==> src/rtl/serial_adder_pkg.sv <==
// rtl/serial_adder_pkg.sv - shared FSM state encodings for the bit-serial adder
package serial_adder_pkg;

    // FSM states kept as plain 2-bit constants so the encoding is fixed and
    // visible in waveforms.
    localparam logic [1:0] ST_IDLE = 2'd0;
    localparam logic [1:0] ST_RUN  = 2'd1;
    localparam logic [1:0] ST_DONE = 2'd2;

endpackage

==> src/rtl/serial_adder_fa_cell.sv <==
// rtl/serial_adder_fa_cell.sv - combinational one-bit full adder cell
//
// Ports:
//   i_a, i_b  operand bits
//   i_ci      carry in
//   o_s       sum bit
//   o_co      carry out (majority of the three inputs)
module fa_cell (
    input  logic i_a,
    input  logic i_b,
    input  logic i_ci,
    output logic o_s,
    output logic o_co
);

    assign o_s  = i_a ^ i_b ^ i_ci;
    assign o_co = (i_a & i_b) | (i_a & i_ci) | (i_b & i_ci);

endmodule

==> src/rtl/serial_adder.sv <==
// rtl/serial_adder.sv - bit-serial WIDTH-bit adder, one bit per clock, LSB first
//
// Parameters:
//   WIDTH     operand/sum width in bits (>= 2)
// Ports:
//   clk       rising-edge clock
//   rst_n     asynchronous active-low reset
//   start     load a_in/b_in/cin and begin an add (accepted in IDLE or DONE only)
//   a_in      operand A
//   b_in      operand B
//   cin       carry in
//   busy      high while the add is running
//   done      one-cycle pulse when sum/cout are valid
//   sum       result, held from done until the next accepted start
//   ovf       two's-complement overflow (only when SERIAL_ADDER_OVF_EN is defined)
//   cout      carry out, held like sum
// Build option:
//   SERIAL_ADDER_OVF_EN  adds the ovf output and its register
module serial_adder
    import serial_adder_pkg::*;
#(
    parameter int WIDTH = 8
) (
    input  logic             clk,
    input  logic             rst_n,
    input  logic             start,
    input  logic [WIDTH-1:0] a_in,
    input  logic [WIDTH-1:0] b_in,
    input  logic             cin,
    output logic             busy,
    output logic             done,
    output logic [WIDTH-1:0] sum,
`ifdef SERIAL_ADDER_OVF_EN
    output logic             ovf,
`endif
    output logic             cout
);

    localparam int CNT_W = $clog2(WIDTH);
    localparam logic [CNT_W-1:0] CNT_LAST = CNT_W'(WIDTH - 1);

    logic [1:0]       r_state;
    logic [CNT_W-1:0] r_cnt;
    logic [WIDTH-1:0] r_a_sr;
    logic [WIDTH-1:0] r_b_sr;
    logic [WIDTH-1:0] r_sum;
    logic             r_carry;
    logic             r_cout;
`ifdef SERIAL_ADDER_OVF_EN
    logic             r_ovf;
`endif

    logic w_s;
    logic w_co;
    logic w_accept;

    fa_cell u_fa (
        .i_a  (r_a_sr[0]),
        .i_b  (r_b_sr[0]),
        .i_ci (r_carry),
        .o_s  (w_s),
        .o_co (w_co)
    );

    // A start arriving while running is dropped entirely.
    assign w_accept = start && ((r_state == ST_IDLE) || (r_state == ST_DONE));

    always_ff @(posedge clk or negedge rst_n) begin
        if (!rst_n) begin
            r_state <= ST_IDLE;
            r_cnt   <= '0;
            r_a_sr  <= '0;
            r_b_sr  <= '0;
            r_sum   <= '0;
            r_carry <= 1'b0;
            r_cout  <= 1'b0;
`ifdef SERIAL_ADDER_OVF_EN
            r_ovf   <= 1'b0;
`endif
        end else if (w_accept) begin
            r_state <= ST_RUN;
            r_cnt   <= '0;
            r_a_sr  <= a_in;
            r_b_sr  <= b_in;
            r_carry <= cin;
        end else begin
            case (r_state)
                ST_RUN: begin
                    r_carry <= w_co;
                    r_a_sr  <= r_a_sr >> 1;
                    r_b_sr  <= r_b_sr >> 1;
                    // Sum bits enter at the MSB so after WIDTH shifts bit 0
                    // holds the first (LSB) result bit.
                    r_sum   <= {w_s, r_sum[WIDTH-1:1]};
                    r_cnt   <= r_cnt + 1'b1;
                    if (r_cnt == CNT_LAST) begin
                        r_state <= ST_DONE;
                        r_cout  <= w_co;
`ifdef SERIAL_ADDER_OVF_EN
                        // On the last bit r_carry is the carry into the MSB.
                        r_ovf   <= r_carry ^ w_co;
`endif
                    end
                end
                ST_DONE: r_state <= ST_IDLE;
                ST_IDLE: r_state <= ST_IDLE;
                default: r_state <= ST_IDLE;
            endcase
        end
    end

    assign busy = (r_state == ST_RUN);
    assign done = (r_state == ST_DONE);
    assign sum  = r_sum;
    assign cout = r_cout;
`ifdef SERIAL_ADDER_OVF_EN
    assign ovf  = r_ovf;
`endif

endmodule

==> config.mk <==
export PLATFORM = sky130hd
export DESIGN_NAME = serial_adder
export DESIGN_NICKNAME = d
export VERILOG_FILES = /design/src/rtl/serial_adder_pkg.sv /design/src/rtl/serial_adder_fa_cell.sv /design/src/rtl/serial_adder.sv
export SDC_FILE = /design/constraint.sdc
export NUM_CORES = 1
export LEC_CHECK = 0
export BUFFER_PORTS_ARGS = -buffer_cell sky130_fd_sc_hd__buf_2
export CORE_AREA = 5 5 68 70
export CTS_BUF_LIST = sky130_fd_sc_hd__clkbuf_8
export DETAILED_ROUTE_END_ITERATION = 10
export DIE_AREA = 0 0 73 75
export PLACE_DENSITY = 0.63
export SETUP_SLACK_MARGIN = 0.4
export SKIP_CTS_REPAIR_TIMING = 1
export SYNTH_ARGS = -nofsm -noshare
export SYNTH_HDL_FRONTEND = slang
export SYNTH_HIERARCHICAL = 1
export SYNTH_SLANG_ARGS = --single-unit
export TNS_END_PERCENT = 20
==> constraint.sdc <==
create_clock -name clk -period 2 [get_ports clk]
set_clock_uncertainty 0.05 [all_clocks]
set_input_delay 0.1 -clock clk [delete_from_list [all_inputs] [get_ports clk]]
set_output_delay 0.1 -clock clk [all_outputs]
set_load 0.02 [all_outputs]
Yosys cells after proc, flatten, opt, wreduce, memory -nomap -nowiden
Index checks and enable logic that the tools add are counted.
Widths: inputs -> output; s select.

operators by class
  multiplexer cells = 11
  equality and inequality tests = 4
  reduce and logical (&&, ||, !) cells = 6
  $add $sub $neg = 1
  bitwise gates (word level) = 8

operators by type and width
  cell                 count
  $mux 8               4
  $mux 2               3
  $mux 3               2
  $add 3x1->3 const B  1
  $and 1x1->1          3
  $eq 3x3->1 const B   1
  $ne 3x1->1 const B   1
  $reduce_and 3->1     1
  $eq 2x1->1 const B   1
  $eq 2x2->1 const B   1
  $logic_not 2->1      1
  $mux 1               2
  $or 1x1->1           2
  $reduce_and 2->1     1
  $reduce_bool 2->1    1
  $xor 1x1->1          2
  $logic_and 1x1->1    1
  $logic_or 1x1->1     1
  $not 1->1            1

storage, ports and cells
  word-level logic and storage cells = 37
  bits in registers = 31

Depth between registers and ports, before layout
Gate-level depths: netlist (run 1).

  word-level depth = 5
  mapped depth = 6

Hierarchy
The synthesis (run 1) kept the hierarchy.

by module, submodules not included
  module        area an instance (um2)  cells each  times used
  serial_adder  1490.2                  142         1
  fa_cell       20.0                    1           1

Worst setup path before layout (run 1)
No wires, ideal clock.

  path type = reg-to-reg
  from = register r_cnt[0]
  to = register r_cnt[2]
  path buffers = 0
  arrival time = 1.242 ns
  cell stages (with the launch flop) = 5
  required time = 1.829 ns
  path slack = 0.587 ns
  path through = dfrtp_1 ha_1 ha_1 mux2_1 a22o_1

between the ends
  longest elaborated chain between the ends = 3

RTL lines
  item                      line                source
  start: declaration        serial_adder.sv:43  logic [CNT_W-1:0] r_cnt;
  start signal: assignment  serial_adder.sv:95  r_cnt <= r_cnt + 1'b1;
  $add 3x1->3               serial_adder.sv:95
  $mux 3                    serial_adder.sv:87  case (r_state)
  $mux 3                    serial_adder.sv:80  end else if (w_accept) begin

Every way passes these cells. The select of a mux whose other input is x is not followed.
A chain may end at the register's enable or synchronous reset.

Worst setup path after layout (run 1)
  from = register r_state[0]
  to = register r_cout (netlist: cout)

between the ends
  longest elaborated chain between the ends = 5

RTL lines
  item                                                  line                source
  start: declaration                                    serial_adder.sv:42  logic [1:0] r_state;
  start signal: assignment                              serial_adder.sv:70  r_state <= ST_IDLE;
  start signal: assignment                              serial_adder.sv:81  r_state <= ST_RUN;
  start signal: assignment                              serial_adder.sv:97  r_state <= ST_DONE;
  $eq 2x2->1 / $logic_not 2->1 (equally long branches)  serial_adder.sv:66  assign w_accept = start && ((r_state == ST_IDLE) || (r_state == ST_DONE));
  $logic_or 1x1->1                                      serial_adder.sv:66
  $logic_and 1x1->1                                     serial_adder.sv:66
  $not 1->1 (no line)                                   --
  $reduce_and 3->1 (no line) (*)                        --
  end signal: assignment                                serial_adder.sv:98  r_cout <= w_co;
  end: declaration                                      serial_adder.sv:48  logic r_cout;

Mark *: on every way between the ends. The rest lies on a longest branch, timed or not.

==> metrics.cfg, run 1 <==
[run_status]
status = finished, final reports clean

[detailed_routing]
vias_per_cell = 5.099
dr.first_iter.drc_count = 18
routed_wirelength_mm = 3.059
drc = 0
vias = 1137
routedWlPerCell_microns = 13.72
first_pass_iters = 4
drtAntennaViolNets = 0

[clock_network]
cts_tree = built
clkTransAtPathRegs_ns = 0.06
cts.path.max_buffers = 2
clkLatencyLatePin_ns = 0.27
cts_max_level = 2
cts_root_buffer = clkbuf_8
cts_buffers = 5
cts_sinks = 31

[floorplanning]
coreArea_sq_mm = 0.003914
rows = 23
die_w_microns = 73
die_area_sq_mm = 0.005475
die_h_microns = 75
start_util = 0.3859
pin_count = 31

[placement]
numPortBuffers = 30
gp_congestion = 0.7906
placedInstanceArea_sq_mm = 0.001683
dp_hpwl_mm = 2.186

[worst_setup_path]
endpoint_kind = flop
rrSetupSlack_ns = 0.52
cp-start-kind = flop
r2r-start = r_state[0]
r2r_end = cout
crit_type = reg -> reg
critPathArrivalTime_ns = 1.59
r2r.worst_path.cells = 4
crit_fanout = 13
crit_required_ns = 2.10

[layout]
final_design_area_no_fill_sq_mm = 0.001767
nets = 197
area_growth_pct = 16.98
num_antenna_cells = 0
drive_gt1_frac = 0.2486

[synth]
synthTopCellsByCount = 31 x dfrtp_1, 24 x nand2_1, 15 x a21oi_1
synth-seq-area-share = 0.5137
synth_area_per_cell_sq_um = 10.56
async_reset_ff_frac = 1.000
synth_flop_cell = dfrtp_1
synth_edf_count = 0
netlist_area_sq_mm = 0.001510
postSynthCellCount = 143
synthTopCellsByArea = dfrtp_1 51%, mux2i_1 8.6%, a211oi_1 6.0%
netlist.area_leader.share = 0.5137
synth.most_common_cell = dfrtp_1
synth_cell_types = 27
yosysWarnings = 6
synth_nets = 166
netlist.top_cell.by_area = dfrtp_1
ys_ff_latch = 31

[min_path]
hold_depth = 3
hp-class = in -> reg
hold_end = r_a_sr[7]
hold_start = a_in[7]

[timing]
finalMaxSlewViolations = 0
worst_pin_slew_ns = 0.6974
layout_min_cycle_time_ns = 1.481
max-slew-margin-rel = 0.5350
rsz0062_at_grt = no
setup_tns_ns = 0
finalHoldViolations = 0
fin_crit_sh = 0.7407
setup_viol = 0
fmax_ghz = 0.6750

[power_and_ir_drop]
powerDensity_mw_per_mm2 = 1514
ir_drop_v = 0.0005737
leakage_nw = 0.8222
p_total_w = 0.002674

[global_route]
grt_max_degree = 32
grt_pass1_wl_mm = 5.202
grt-ovfl-total = 0
track_usage = 0.1237
antenna_found_initial = 0
grt_pass1_vias = 1152

[run]
maxCapViolations = 0

## metrics by stage
| stage | std cells | setup slack (ns) | util | hold WS, ns |
|---|---|---|---|---|
| after floorplan | 143 | 0.5869 | - | -0.2456 |
| final | 223 | 0.5186 | 0.4514 | 0.01906 |
| after global routing | 223 | 0.4334 | 0.4514 | 0.02680 |
| after global placement | 216 | 0.4478 | 0.4300 | 0.1234 |
| after CTS | 222 | 0.3645 | 0.4485 | -0.1573 |
| after detailed placement | 216 | 0.3711 | 0.4300 | 0.1357 |
## cell usage in the layout, fill, tap and decap left out, drive strengths merged
master / count
a211oi: 12
a21o: 1
a21oi: 15
a22o: 2
and2: 1
buf: 32
clkbuf: 5
dfrtp: 31
dlygate4sd3: 1
fa: 1
ha: 2
inv: 6
mux2: 4
mux2i: 13
nand2: 24
nand2b: 2
nand3: 1
nor2: 1
nor2b: 13
o21ai: 2
o22ai: 3
o2bb2ai: 1
## worst max path at each step
| stage | start | endpoint | slack, ns | depth (start not counted) |
|---|---|---|---|---|
| finish | r_state[0] | cout | 0.52 | 4 |
| global route | r_state[0] | busy | 0.43 | 3 |
| CTS | r_state[0] | busy | 0.36 | 3 |
| detailed placement | r_state[0] | cout | 0.37 | 4 |
| global placement | r_state[0] | cout | 0.45 | 4 |
| floorplan | r_cnt[0] | r_cnt[2] | 0.59 | 4 |
## metal layers
metal | global-route usage | share of wire | vias to the layer above
li1 | - | - | 555
met1 | 0.1533 | 0.43 | 543
met2 | 0.2026 | 0.49 | 37
met3 | 0.04539 | 0.076 | 2
met4 | 0.03689 | 0.0056 | 0
met5 | 0 | 0 | -
## cells by family after synthesis
family	synth area share
simple gates	0.1384
buf+inv	0.04887
fa+ha+maj	0.02982
compound gates	0.1508
flops	0.5137
mux	0.1185
## registers in the layout, indices dropped and copies added, names as in the netlist
| signal | cells |
|---|---|
| r_state | 2 |
| r_cnt | 3 |
| r_a_sr | 8 |
| r_b_sr | 8 |
| sum | 8 |
| r_carry | 1 |
| cout | 1 |
## power breakdown
| group | total [W] | switching (W) | leakage [nW] | internal, W |
|---|---|---|---|---|
| sequential | 0.00116 | 0.000232 | 0.373 | 0.000924 |
| combinational | 0.00109 | 0.000595 | 0.408 | 0.000491 |
| clock | 0.000432 | 0.000206 | 0.0413 | 0.000226 |
## layout make-up
| class | instances | area [sq um] |
|---|---|---|
| well taps | 50 | 62.56 |
| clock buffers | 5 | 68.82 |
| flip-flops and latches | 31 | 777.0 |
| clock inverters | 1 | 3.754 |
| multi-input cells | 98 | 660.6 |
| inverters | 5 | 18.77 |
| repair buffers | 33 | 175.2 |
| fillers | 401 | 2147 |
## critical path: stages, from the launching register on
cell      delay (ns)
dfrtp_2         0.51
nand2b_4        0.15
inv_2           0.19
and2_4          0.18
mux2_4          0.29
Note: power is estimated with default switching activity, not from simulation.
==> run 2: changes to the inputs <==
PLACE_DENSITY = 0.65   (was 0.63)
clock period = 1.2 ns   (was 2 ns; I/O delays follow)
==> run 2 against run 1 <==
  * The run now ends with hold timing, setup timing left
  * Non-clock buffer count rose by 23
  * Global-route usage up 0.89 points
  * Register-to-register slack worse by 0.71 ns
  * First-iteration DRC count grew to 2.8 times the previous value
  * Wire length rose by 8.2%
  * Final area grew 22%
  * Setup slack worse by 0.71 ns
  * Sequential cell count unchanged
  * Critical path depth is the same
  * Critical path type unchanged
  * Critical endpoint is now r_cnt[2]
  * Largest power group is now combinational logic
  * Highest routed layer unchanged
==> metrics.cfg, run 2 (synthesis gave the netlist of run 1 again) <==
[run_status]
status = complete, but fails checks  ; was finished, final reports clean
failed_checks = hold timing, setup timing

[placement]
dp_hpwl_mm = 2.331  ; was 2.186 mm
dp_cells = 230  ; was 216
gp_congestion = 0.7453  ; was 0.7906
numPortBuffers = 30  ; unchanged

[timing]
whs_ns = -0.2533  ; was 0.01906 ns
setup_ws_ns = -0.1897  ; was 0.5186 ns
finalHoldViolations = 31  ; was 0
fmax_ghz = 0.7196  ; was 0.6750 GHz
rsz0062_at_grt = yes  ; was no
worst_pin_slew_ns = 0.4003  ; was 0.6974 ns
layout_min_cycle_time_ns = 1.390  ; was 1.481 ns
setup_tns_ns = -0.5521  ; was 0 ns
max-slew-margin-rel = 0.7331  ; was 0.5350
setup_viol = 6  ; was 0
fin_crit_sh = 1.158  ; was 0.7407
finalMaxSlewViolations = 0  ; unchanged

[power_and_ir_drop]
sequentialPowerShare = 0.352  ; was 0.432
powerDensity_mw_per_mm2 = 2582  ; was 1514 mW/mm^2
leakage_nw = 0.9871  ; was 0.8222 nW
p_total_w = 0.005566  ; was 0.002674 W
ir_drop_v = 0.001031  ; was 0.0005737 V
p_comb_frac = 0.490  ; was 0.406
p_clk_frac = 0.158  ; was 0.161
switching_share = 0.3585  ; was 0.3861
switching_power_w = 0.001995  ; was 0.001033 W
intPower_w = 0.003571  ; was 0.001642 W

[clock_network]
cts_tree = built  ; unchanged
cts_sinks = 31  ; unchanged
cts.path.max_buffers = 2  ; unchanged
clkLatencyLatePin_ns = 0.28  ; was 0.27 ns
cts_root_buffer = clkbuf_8  ; unchanged
clkTransAtPathRegs_ns = 0.06  ; about the same
cts_buffers = 5  ; unchanged
cts_max_level = 2  ; unchanged

[detailed_routing]
drtAntennaViolNets = 0  ; unchanged
first_pass_iters = 4  ; unchanged
routedWlPerCell_microns = 13.34  ; was 13.72 microns
dr.first_iter.drc_count = 50  ; was 18
vias = 1213  ; was 1137
drc = 0  ; unchanged
vias_per_cell = 4.891  ; was 5.099
routed_wirelength_mm = 3.309  ; was 3.059 mm

[global_route]
grt_max_degree = 32  ; unchanged
antenna_found_initial = 0  ; unchanged
grt_pass1_wl_mm = 5.547  ; was 5.202 mm
grt-ovfl-total = 0  ; unchanged
grt_pass1_vias = 1173  ; was 1152
track_usage = 0.1326  ; was 0.1237

[layout]
area_growth_pct = 42.75  ; was 16.98%
mostFrequentLayoutCell = dfrtp_1
stdcell_count = 248  ; was 223
nets = 220  ; was 197
drive_gt1_frac = 0.4192  ; was 0.2486
mostFrequentLayoutCells = 30 x dfrtp_1, 23 x nand2_1, 19 x buf_2  ; was 30 x dfrtp_1, 30 x buf_2, 24 x nand2_1
num_antenna_cells = 0  ; unchanged

[worst_setup_path]
endpoint_kind = flop  ; unchanged
r2r_end = r_cnt[2]  ; was cout
cpMostUsedCell = ha_4
cpMaxStageDelayCell = dfrtp_1  ; was dfrtp_2
rrSetupSlack_ns = -0.19  ; was 0.52 ns
r2r-start = r_cnt[1]  ; was r_state[0]
crit_chain = ha_4 > ha_4 > mux2_4 > a22o_1  ; was nand2b_4 > inv_2 > and2_4 > mux2_4
crit_required_ns = 1.31  ; was 2.10 ns
crit_type = reg -> reg  ; unchanged
crit_family = flip-flops  ; unchanged
critPathMaxStageDelay_ns = 0.41  ; was 0.51 ns
cp_num_buf_inv = 0  ; was 1
cp-start-kind = flop  ; unchanged
crit_fanout = 2  ; was 13
critPathArrivalTime_ns = 1.50  ; was 1.59 ns
r2r.worst_path.cells = 4  ; unchanged

[floorplanning]
start_util = 0.3859  ; unchanged
die_h_microns = 75  ; unchanged
die_area_sq_mm = 0.005475  ; unchanged
rows = 23  ; unchanged
pin_count = 31  ; unchanged
coreArea_sq_mm = 0.003914  ; unchanged
die_w_microns = 73  ; unchanged

[min_path]
hp-class = in -> async  ; was in -> reg

[run]
maxCapViolations = 0  ; unchanged

==> run 2: changes by cell type in the layout (fill, tap and decap cells not counted), moves of 3 or more <==
cell,previous run,this run
buf_6,0,18
buf_4,2,17
buf_2,30,19
a211oi_1,12,9
a211oi_2,0,3
==> run 2: per-stage QoR <==
stage                     cell area (sq um)  utilization  setup slack (ns)  hold WS, ns
after floorplan                        1548            -           -0.1505      -0.2856
after detailed placement               1817       0.4642           -0.1908      0.05370
after global routing                   2156       0.5508           -0.2320      -0.2172
final                                  2156       0.5508           -0.1897      -0.2533
after CTS                              1917       0.4898           -0.2215      -0.2445
after global placement                 1817       0.4642           -0.1462      0.04214
==> run 2: metal layers <==
layer / track usage / share of wire / vias to the layer above
met1: 0.1748 / 0.46 / 573
met3: 0.04940 / 0.068 / 5
met4: 0.04918 / 0.013 / 0
li1: - / - / 602
met2: 0.1996 / 0.46 / 33
met5: 0 / 0 / -
==> run 2: area by class of cell <==
| type | count | area (sq um) |
|---|---|---|
| Clock inverter | 1 | 3.754 |
| Inverter | 5 | 18.77 |
| Sequential cell | 31 | 777.0 |
| Clock buffer | 7 | 96.34 |
| Timing Repair Buffer | 56 | 450.4 |
| Multi-Input combinational cell | 98 | 747.0 |
| Fill cell | 349 | 1758 |
| Tap cell | 50 | 62.56 |
==> run 2: how the worst max path moves through the flow <==
stage	depth (start not counted)	to	slack [ns]	from
2_1_floorplan	4	r_cnt[2]	-0.15	r_cnt[1]
3_3_place_gp	4	r_cnt[2]	-0.15	r_cnt[1]
3_5_place_dp	4	r_cnt[2]	-0.19	r_cnt[0]
4_1_cts	3	done	-0.22	r_state[0]
5_1_grt	4	r_cnt[2]	-0.23	r_cnt[0]
6_report	4	r_cnt[2]	-0.19	r_cnt[1]
==> run 2: power groups by stage <==
| stage | logic (W) | clock network (W) | registers [W] |
|---|---|---|---|
| 2_1_floorplan | 0.00137 | 0 | 0.00201 |
| 4_1_cts | 0.00218 | 0.000915 | 0.00191 |
| 6_report | 0.00273 | 0.000880 | 0.00196 |
| 3_5_place_dp | 0.00217 | 0 | 0.00193 |
| 5_1_grt | 0.00304 | 0.000961 | 0.00203 |
| 3_3_place_gp | 0.00207 | 0 | 0.00189 |
